--- config.mk ---
export PLATFORM = sky130hd
export DESIGN_NAME = task1_feeder_flat
export DESIGN_NICKNAME = d
export VERILOG_FILES = /design/src/rtl/task1_pkg.sv /design/src/rtl/task1_feeder_if.sv /design/src/rtl/task1_feeder.sv /design/src/flat_wrapper.sv
export SDC_FILE = /design/constraint.sdc
export NUM_CORES = 1
export LEC_CHECK = 0
export ABC_AREA = 1
export CAP_MARGIN = 20
export CELL_PAD_IN_SITES_DETAIL_PLACEMENT = 0
export CELL_PAD_IN_SITES_GLOBAL_PLACEMENT = 1
export CORE_ASPECT_RATIO = 1.4
export CORE_UTILIZATION = 35
export CTS_CLUSTER_DIAMETER = 120
export DETAILED_ROUTE_END_ITERATION = 8
export PLACE_DENSITY = 0.79
export SLEW_MARGIN = 10
export SYNTH_ARGS = -nofsm -noshare
export SYNTH_HDL_FRONTEND = slang
export SYNTH_SLANG_ARGS = --single-unit
export TNS_END_PERCENT = 20
--- constraint.sdc ---
create_clock -name clk -period 4.07 [get_ports clk]
set_clock_uncertainty 0.1 [all_clocks]
set_input_delay 0.814 -clock clk [delete_from_list [all_inputs] [get_ports clk]]
set_output_delay 0.814 -clock clk [all_outputs]
set_load 0.005 [all_outputs]
--- src/rtl/task1_pkg.sv ---
// Shared definitions for the task1 feeder.
// Contents: default operand width, FSM state encoding, operand slot indices.
package task1_pkg;

   localparam int unsigned DEF_WIDTH = 16;

   typedef enum logic [1:0] {
      COLLECT = 2'd0,
      ISSUE   = 2'd1,
      WAIT    = 2'd2,
      RESULT  = 2'd3
   } state_t;

   // Slot index of each operand register within one 4-word group
   localparam logic [1:0] IDX_A = 2'd0;
   localparam logic [1:0] IDX_B = 2'd1;
   localparam logic [1:0] IDX_C = 2'd2;
   localparam logic [1:0] IDX_D = 2'd3;

endpackage

--- src/rtl/task1_feeder_if.sv ---
// Bus bundle between the feeder and its environment.
// Operand stream : s_data, s_valid (to feeder), s_ready (from feeder)
// task1 side     : in_val, a, b, c, d (from feeder), Q, out_val (to feeder)
// Result stream  : r_data, r_valid (from feeder), r_ready (to feeder)
// Status         : timeout (from feeder)
// master = feeder view, slave = environment view.
interface task1_feeder_if
   import task1_pkg::*;
#(
   parameter int unsigned WIDTH = DEF_WIDTH
);

   logic signed [WIDTH-1:0] s_data;
   logic                    s_valid;
   logic                    s_ready;

   logic                    in_val;
   logic signed [WIDTH-1:0] a;
   logic signed [WIDTH-1:0] b;
   logic signed [WIDTH-1:0] c;
   logic signed [WIDTH-1:0] d;
   logic signed [WIDTH-1:0] Q;
   logic                    out_val;

   logic signed [WIDTH-1:0] r_data;
   logic                    r_valid;
   logic                    r_ready;

   logic                    timeout;

   modport master (
      input  s_data, s_valid, Q, out_val, r_ready,
      output s_ready, in_val, a, b, c, d, r_data, r_valid, timeout
   );

   modport slave (
      output s_data, s_valid, Q, out_val, r_ready,
      input  s_ready, in_val, a, b, c, d, r_data, r_valid, timeout
   );

endinterface

--- src/rtl/task1_feeder.sv ---
// Sequencer in front of task1: packs four streamed operand words into a..d,
// fires a one-cycle in_val, waits (with a watchdog) for out_val, and offers
// the captured Q on a valid/ready result port. One operation in flight.
// Ports:
//   clk     - clock, rising edge
//   rst     - asynchronous active-high reset
//   bus     - task1_feeder_if.master (operand stream, task1 link, result
//             stream, timeout pulse)
// Parameters: WIDTH (operand/result width), TIMEOUT (WAIT cycles before abort, >= 1)
module task1_feeder
   import task1_pkg::*;
#(
   parameter int unsigned WIDTH   = DEF_WIDTH,
   parameter int unsigned TIMEOUT = 255
) (
   input  logic           clk,
   input  logic           rst,
   task1_feeder_if.master bus
);

   localparam int unsigned     CW      = $clog2(TIMEOUT + 1);
   localparam logic [CW-1:0]   WD_LAST = CW'(TIMEOUT - 1);

   state_t                  state_q, state_d;
   logic [1:0]              idx_q, idx_d;
   logic signed [WIDTH-1:0] a_q, a_d;
   logic signed [WIDTH-1:0] b_q, b_d;
   logic signed [WIDTH-1:0] c_q, c_d;
   logic signed [WIDTH-1:0] d_q, d_d;
   logic signed [WIDTH-1:0] rdata_q, rdata_d;
   logic [CW-1:0]           wd_q, wd_d;
   logic                    ready_q, ready_d;
   logic                    timeout_q, timeout_d;

   logic                    accept;
   logic                    wd_expire;

   // ready_q mirrors "state is COLLECT" but is 0 while in reset, so the
   // handshake qualifier never combines rst into an output path.
   assign accept    = ready_q && bus.s_valid;
   // out_val has priority over the final watchdog cycle
   assign wd_expire = (state_q == WAIT) && !bus.out_val && (wd_q == WD_LAST);

   // ---------------- state register ----------------
   always_ff @(posedge clk or posedge rst) begin
      if (rst) begin
         state_q <= COLLECT;
      end else begin
         state_q <= state_d;
      end
   end

   // ---------------- next-state logic ----------------
   always_comb begin
      state_d = state_q;
      unique case (state_q)
         COLLECT: if (accept && (idx_q == IDX_D)) state_d = ISSUE;
         ISSUE:   state_d = WAIT;
         WAIT: begin
            if (bus.out_val)    state_d = RESULT;
            else if (wd_expire) state_d = COLLECT;
         end
         RESULT:  if (bus.r_ready) state_d = COLLECT;
         default: state_d = COLLECT;
      endcase
   end

   // ---------------- output decode ----------------
   always_comb begin
      bus.s_ready = ready_q;
      bus.in_val  = (state_q == ISSUE);
      bus.r_valid = (state_q == RESULT);
      bus.r_data  = rdata_q;
      bus.a       = a_q;
      bus.b       = b_q;
      bus.c       = c_q;
      bus.d       = d_q;
      bus.timeout = timeout_q;
   end

   // ---------------- datapath next values ----------------
   always_comb begin
      idx_d     = idx_q;
      a_d       = a_q;
      b_d       = b_q;
      c_d       = c_q;
      d_d       = d_q;
      rdata_d   = rdata_q;
      wd_d      = wd_q;
      ready_d   = (state_d == COLLECT);
      timeout_d = wd_expire;

      if (accept) begin
         unique case (idx_q)
            IDX_A:   a_d = bus.s_data;
            IDX_B:   b_d = bus.s_data;
            IDX_C:   c_d = bus.s_data;
            default: d_d = bus.s_data;
         endcase
         idx_d = idx_q + 2'd1;  // wraps to IDX_A after the 4th word
      end

      if (state_q == ISSUE) begin
         wd_d = '0;
      end else if (state_q == WAIT) begin
         wd_d = wd_q + 1'b1;
         if (bus.out_val) rdata_d = bus.Q;
      end

      if (wd_expire) idx_d = IDX_A;
   end

   // ---------------- datapath registers ----------------
   always_ff @(posedge clk or posedge rst) begin
      if (rst) begin
         idx_q     <= IDX_A;
         a_q       <= '0;
         b_q       <= '0;
         c_q       <= '0;
         d_q       <= '0;
         rdata_q   <= '0;
         wd_q      <= '0;
         ready_q   <= 1'b0;
         timeout_q <= 1'b0;
      end else begin
         idx_q     <= idx_d;
         a_q       <= a_d;
         b_q       <= b_d;
         c_q       <= c_d;
         d_q       <= d_d;
         rdata_q   <= rdata_d;
         wd_q      <= wd_d;
         ready_q   <= ready_d;
         timeout_q <= timeout_d;
      end
   end

endmodule

--- src/flat_wrapper.sv ---
// flat-port wrapper written by rule: the top's interface ports become plain ports
module task1_feeder_flat import task1_pkg::*;
#(
   parameter int unsigned WIDTH   = DEF_WIDTH,
   parameter int unsigned TIMEOUT = 255
)
  (clk, rst, bus_s_data, bus_s_valid, bus_Q, bus_out_val, bus_r_ready, bus_s_ready, bus_in_val, bus_a, bus_b, bus_c, bus_d, bus_r_data, bus_r_valid, bus_timeout);
  task1_feeder_if #(.WIDTH(WIDTH)) bus_i ();
  input  logic clk;
  input  logic rst;
  input wire logic [$bits(bus_i.s_data)-1:0] bus_s_data;
  input wire logic [$bits(bus_i.s_valid)-1:0] bus_s_valid;
  input wire logic [$bits(bus_i.Q)-1:0] bus_Q;
  input wire logic [$bits(bus_i.out_val)-1:0] bus_out_val;
  input wire logic [$bits(bus_i.r_ready)-1:0] bus_r_ready;
  output wire logic [$bits(bus_i.s_ready)-1:0] bus_s_ready;
  output wire logic [$bits(bus_i.in_val)-1:0] bus_in_val;
  output wire logic [$bits(bus_i.a)-1:0] bus_a;
  output wire logic [$bits(bus_i.b)-1:0] bus_b;
  output wire logic [$bits(bus_i.c)-1:0] bus_c;
  output wire logic [$bits(bus_i.d)-1:0] bus_d;
  output wire logic [$bits(bus_i.r_data)-1:0] bus_r_data;
  output wire logic [$bits(bus_i.r_valid)-1:0] bus_r_valid;
  output wire logic [$bits(bus_i.timeout)-1:0] bus_timeout;
  assign bus_i.s_data = bus_s_data;
  assign bus_i.s_valid = bus_s_valid;
  assign bus_i.Q = bus_Q;
  assign bus_i.out_val = bus_out_val;
  assign bus_i.r_ready = bus_r_ready;
  assign bus_s_ready = bus_i.s_ready;
  assign bus_in_val = bus_i.in_val;
  assign bus_a = bus_i.a;
  assign bus_b = bus_i.b;
  assign bus_c = bus_i.c;
  assign bus_d = bus_i.d;
  assign bus_r_data = bus_i.r_data;
  assign bus_r_valid = bus_i.r_valid;
  assign bus_timeout = bus_i.timeout;
  task1_feeder #(.WIDTH(WIDTH), .TIMEOUT(TIMEOUT)) u_core (.clk(clk), .rst(rst), .bus(bus_i));
endmodule
==> qor.json <==
{
  "cellPowerDensity_mw_per_mm2": 735,
  "final-instance-count-excl-fill": 635,
  "design.portCount": 121,
  "busiest_layer": "met2",
  "aggregate_negative_setup_slack_ns": 0,
  "synth_compound_area_share_pct": 10.0,
  "die-area_sq_mm": 0.0113,
  "final_util_pct": 51.5,
  "synth-warning-count": 0,
  "placeableCoreArea_sq_mm": 0.0105,
  "rr_worst_depth": 7,
  "cts_hold_buffers": 0,
  "power.share.switching_pct": 31.4,
  "drt_drc_violations_left": 0,
  "average_wire_per_standard_cell_um": 14.0,
  "p_switching_w": 0.00125,
  "maxcap_violations": 0,
  "postCtsSetupRepairBufs": 0,
  "global_route.overflow_total": 0,
  "lkg_pwr_nw": 2.56,
  "transition_time_at_the_pin_with_the_least_slew_margin_ns": 0.971,
  "die_y_um": 126,
  "cts_resized": 0,
  "dp_hpwl_um": 6280,
  "finalPower_w": 0.00398,
  "timing.setup.critical_path_class": "flip-flop to output pin",
  "holdCritPathClass": "flip-flop to flip-flop",
  "critPathRequiredTime_ns": 3.16,
  "placement.io_buffers": 120,
  "nets": 539,
  "post_synth.cell_area_avg_sq_um": 10.2,
  "dieWidth_um": 90.3,
  "grt_max_degree": 48,
  "vias_in_the_first_global_route": 3011,
  "sink_count_of_the_clock_tree": 94,
  "post-route-period-util_pct": 63.3,
  "cts_root_buffer": "sky130_fd_sc_hd__clkbuf_16",
  "crit_path_max_fo": 5,
  "netlist_area_sq_mm": 0.00382,
  "yosysSeqAreaShare_pct": 61.6,
  "p_seq_share_pct": 40.2,
  "cts_tree": "yes",
  "floorplan.initialDensity_pct": 36.3,
  "tritoncts.num_buffers": 9,
  "cts.path.max_buffers": 2,
  "layout_min_cycle_time_ns": 2.58,
  "yosys.area_share.simple_pct": 13.5,
  "grt_antenna_before_repair": 0,
  "detail_route.wirelength_um": 8890,
  "synth_cell_types": 24,
  "cts.reportedPaths.clkPinSlew_ns": 0.06,
  "crit_path_end_kind": "output pin",
  "synth_seq_cells": 94,
  "met2_usage_pct": 28.2,
  "gr-usage-met1_pct": 21.1,
  "fraction_of_layout_cells_with_a_size_suffix_above_1_pct": 9.05,
  "antenna_diode_count": 0,
  "power.internal_w": 0.00273,
  "dp_cells": 619,
  "yosys.area_share.adder_pct": 3.28,
  "fp-row-count": 44,
  "detail_route_antenna_nets": 0,
  "clock_latency_ns": 0.34,
  "hold_viol": 0,
  "finalMaxSlewViolations": 0,
  "post_drt_via_cell_ratio": 4.58,
  "pwr-share-clk_pct": 19.6,
  "clock.fmax_ghz": 0.388,
  "cp_data_arrival_time_ns": 1.66,
  "yosys.area_share.xor_xnor_pct": 0,
  "cp_cell_sequence": "inv_1 > ha_1 > clkdlybuf4s50_1",
  "wire_length_of_the_first_global_routing_pass_um": 15300,
  "post_synth_inst_count": 373,
  "area_delta_synth_final_pct": 41.8,
  "crit_path_max_incr_delay_ns": 0.53,
  "drt_first_iter_violations": 117,
  "mux_cell_area_share_after_synthesis_pct": 5.70,
  "cts-htree-levels": 3,
  "finalWeightedCongestion": 0.803,
  "dr.pass1.iters": 7,
  "p_comb_share_pct": 40.3,
  "crit_path_top_delay_cell": "sky130_fd_sc_hd__clkdlybuf4s50_1",
  "mappedNetlistNets": 420,
  "rsz0062_at_grt": "false",
  "status": "finished clean",
  "hold_depth": 2,
  "dr_total_vias": 2907,
  "synth_top_family_by_area": "simple AND/OR/NAND/NOR gates",
  "maxSlewHeadroom_pct": 35.1,
  "irDropWorstVdd_uv": 294,
  "global_router_s_overall_resource_usage_pct": 17.1,
  "final_setup_vio_count": 0,
  "grt_util_met3_pct": 5.35,
  "cp-start-kind": "flip-flop"
}
==> power by group through the flow <==
stage                     Sequential, W  Clock, W  Combinational [W]
after floorplan                 0.00160         0           0.000655
after global placement          0.00160         0            0.00160
after detailed placement        0.00160         0            0.00162
after CTS                       0.00160  0.000803            0.00163
after global routing            0.00166  0.000841            0.00179
final                           0.00160  0.000779            0.00160
==> path summary, 6_finish.rpt <==
check / start / endpoint / slack (ns)
worst max register to register: u_core.idx_q[0] / u_core.bus.s_ready / 2.09
worst min-delay path: u_core.bus.b[5] / u_core.bus.b[5] / 0.39
min in group asynchronous: rst / u_core.bus.a[10] / 0.79
worst max-delay path: u_core.state_q[1] / bus_in_val / 1.49
worst min register to register: u_core.bus.b[5] / u_core.bus.b[5] / 0.39
max in group asynchronous: rst / u_core.wd_q[1] / 2.32
==> per-layer routing <==
metal,part of all wire [%],wire length (um)
met1,43,3840
met2,49,4320
met3,7.1,628
met4,1.1,102
met5,0,0
==> worst max-delay path, delay by kind of cell, from the launching register on <==
kind       cells  cell delay, ns
buf+inv        2            0.66
flops          1            0.42
fa+ha+maj      1            0.25
==> synthesized netlist by cell type <==
cell type,number,share of area [%]
sky130_fd_sc_hd__buf_2,7,0.92
sky130_fd_sc_hd__nand2_2,2,0.33
sky130_fd_sc_hd__buf_6,1,0.30
sky130_fd_sc_hd__nand3_1,4,0.52
sky130_fd_sc_hd__o31ai_1,1,0.20
sky130_fd_sc_hd__nor2_2,3,0.49
sky130_fd_sc_hd__o21ai_0,65,8.5
sky130_fd_sc_hd__mux2_4,10,3.9
sky130_fd_sc_hd__mux2_2,6,1.8
sky130_fd_sc_hd__inv_2,3,0.30
sky130_fd_sc_hd__and3_1,1,0.16
sky130_fd_sc_hd__nor2_1,8,0.79
sky130_fd_sc_hd__dfrtp_1,94,62
sky130_fd_sc_hd__nand2_1,95,9.3
sky130_fd_sc_hd__nand4_1,2,0.33
sky130_fd_sc_hd__clkbuf_1,6,0.59
sky130_fd_sc_hd__nand3_4,1,0.46
sky130_fd_sc_hd__inv_1,38,3.7
sky130_fd_sc_hd__a21oi_1,6,0.79
sky130_fd_sc_hd__nor3_1,4,0.52
sky130_fd_sc_hd__ha_1,10,3.3
sky130_fd_sc_hd__o21ai_1,4,0.52
sky130_fd_sc_hd__nor2_4,1,0.30
sky130_fd_sc_hd__nand3_2,1,0.26
==> area by class of cell <==
cell class | instances | area [sq um]
clock buffers | 10 | 229
inverters | 41 | 156
flip-flops and latches | 94 | 2350
multi-input cells | 224 | 1240
clock inverters | 6 | 43.8
well taps | 138 | 173
repair buffers | 122 | 1220
fillers | 970 | 5100
==> stage by stage <==
step | setup WS [ns] | hold slack [ns] | area, sq um
floorplan | 0.707 | 0.376 | 3820
global placement | 1.41 | 0.367 | 5140
detailed placement | 1.36 | 0.373 | 5140
CTS | 1.47 | 0.388 | 5410
global route | 1.40 | 0.406 | 5410
finish | 1.49 | 0.386 | 5410
==> sequential cells by signal (all words and copies together) (netlist names) <==
register and flops:
u_core.bus.a 16, u_core.bus.b 16, u_core.bus.c 16, u_core.bus.d 16, u_core.bus.r_data 16, u_core.bus.s_ready 1
u_core.bus.timeout 1, u_core.idx_q 2, u_core.state_q 2, u_core.wd_q 8
==> cells by family (layout without fill, tap and decap cells) <==
family                   count (synthesis)  count (layout)
AND/OR/NAND/NOR                        122             122
flip-flops                              94              94
AO/OA/AOI/OAI                           76              76
buffers and inverters                   55             179
multiplexers                            16              16
adder cells (fa/ha/maj)                 10              10
==> placed cells by master (no fill, tap or decap), drive strengths merged <==
master / n
clkdlybuf4s50: 120
nand2: 97
dfrtp: 94
o21ai: 69
inv: 44
mux2: 16
nor2: 12
ha: 10
clkbuf: 10
a21oi: 6
nand3: 6
nor3: 4
nand4: 2
clkinv: 2
buf: 2
o31ai: 1
and3: 1
clkinvlp: 1
Power figures use the tool's default switching activity.
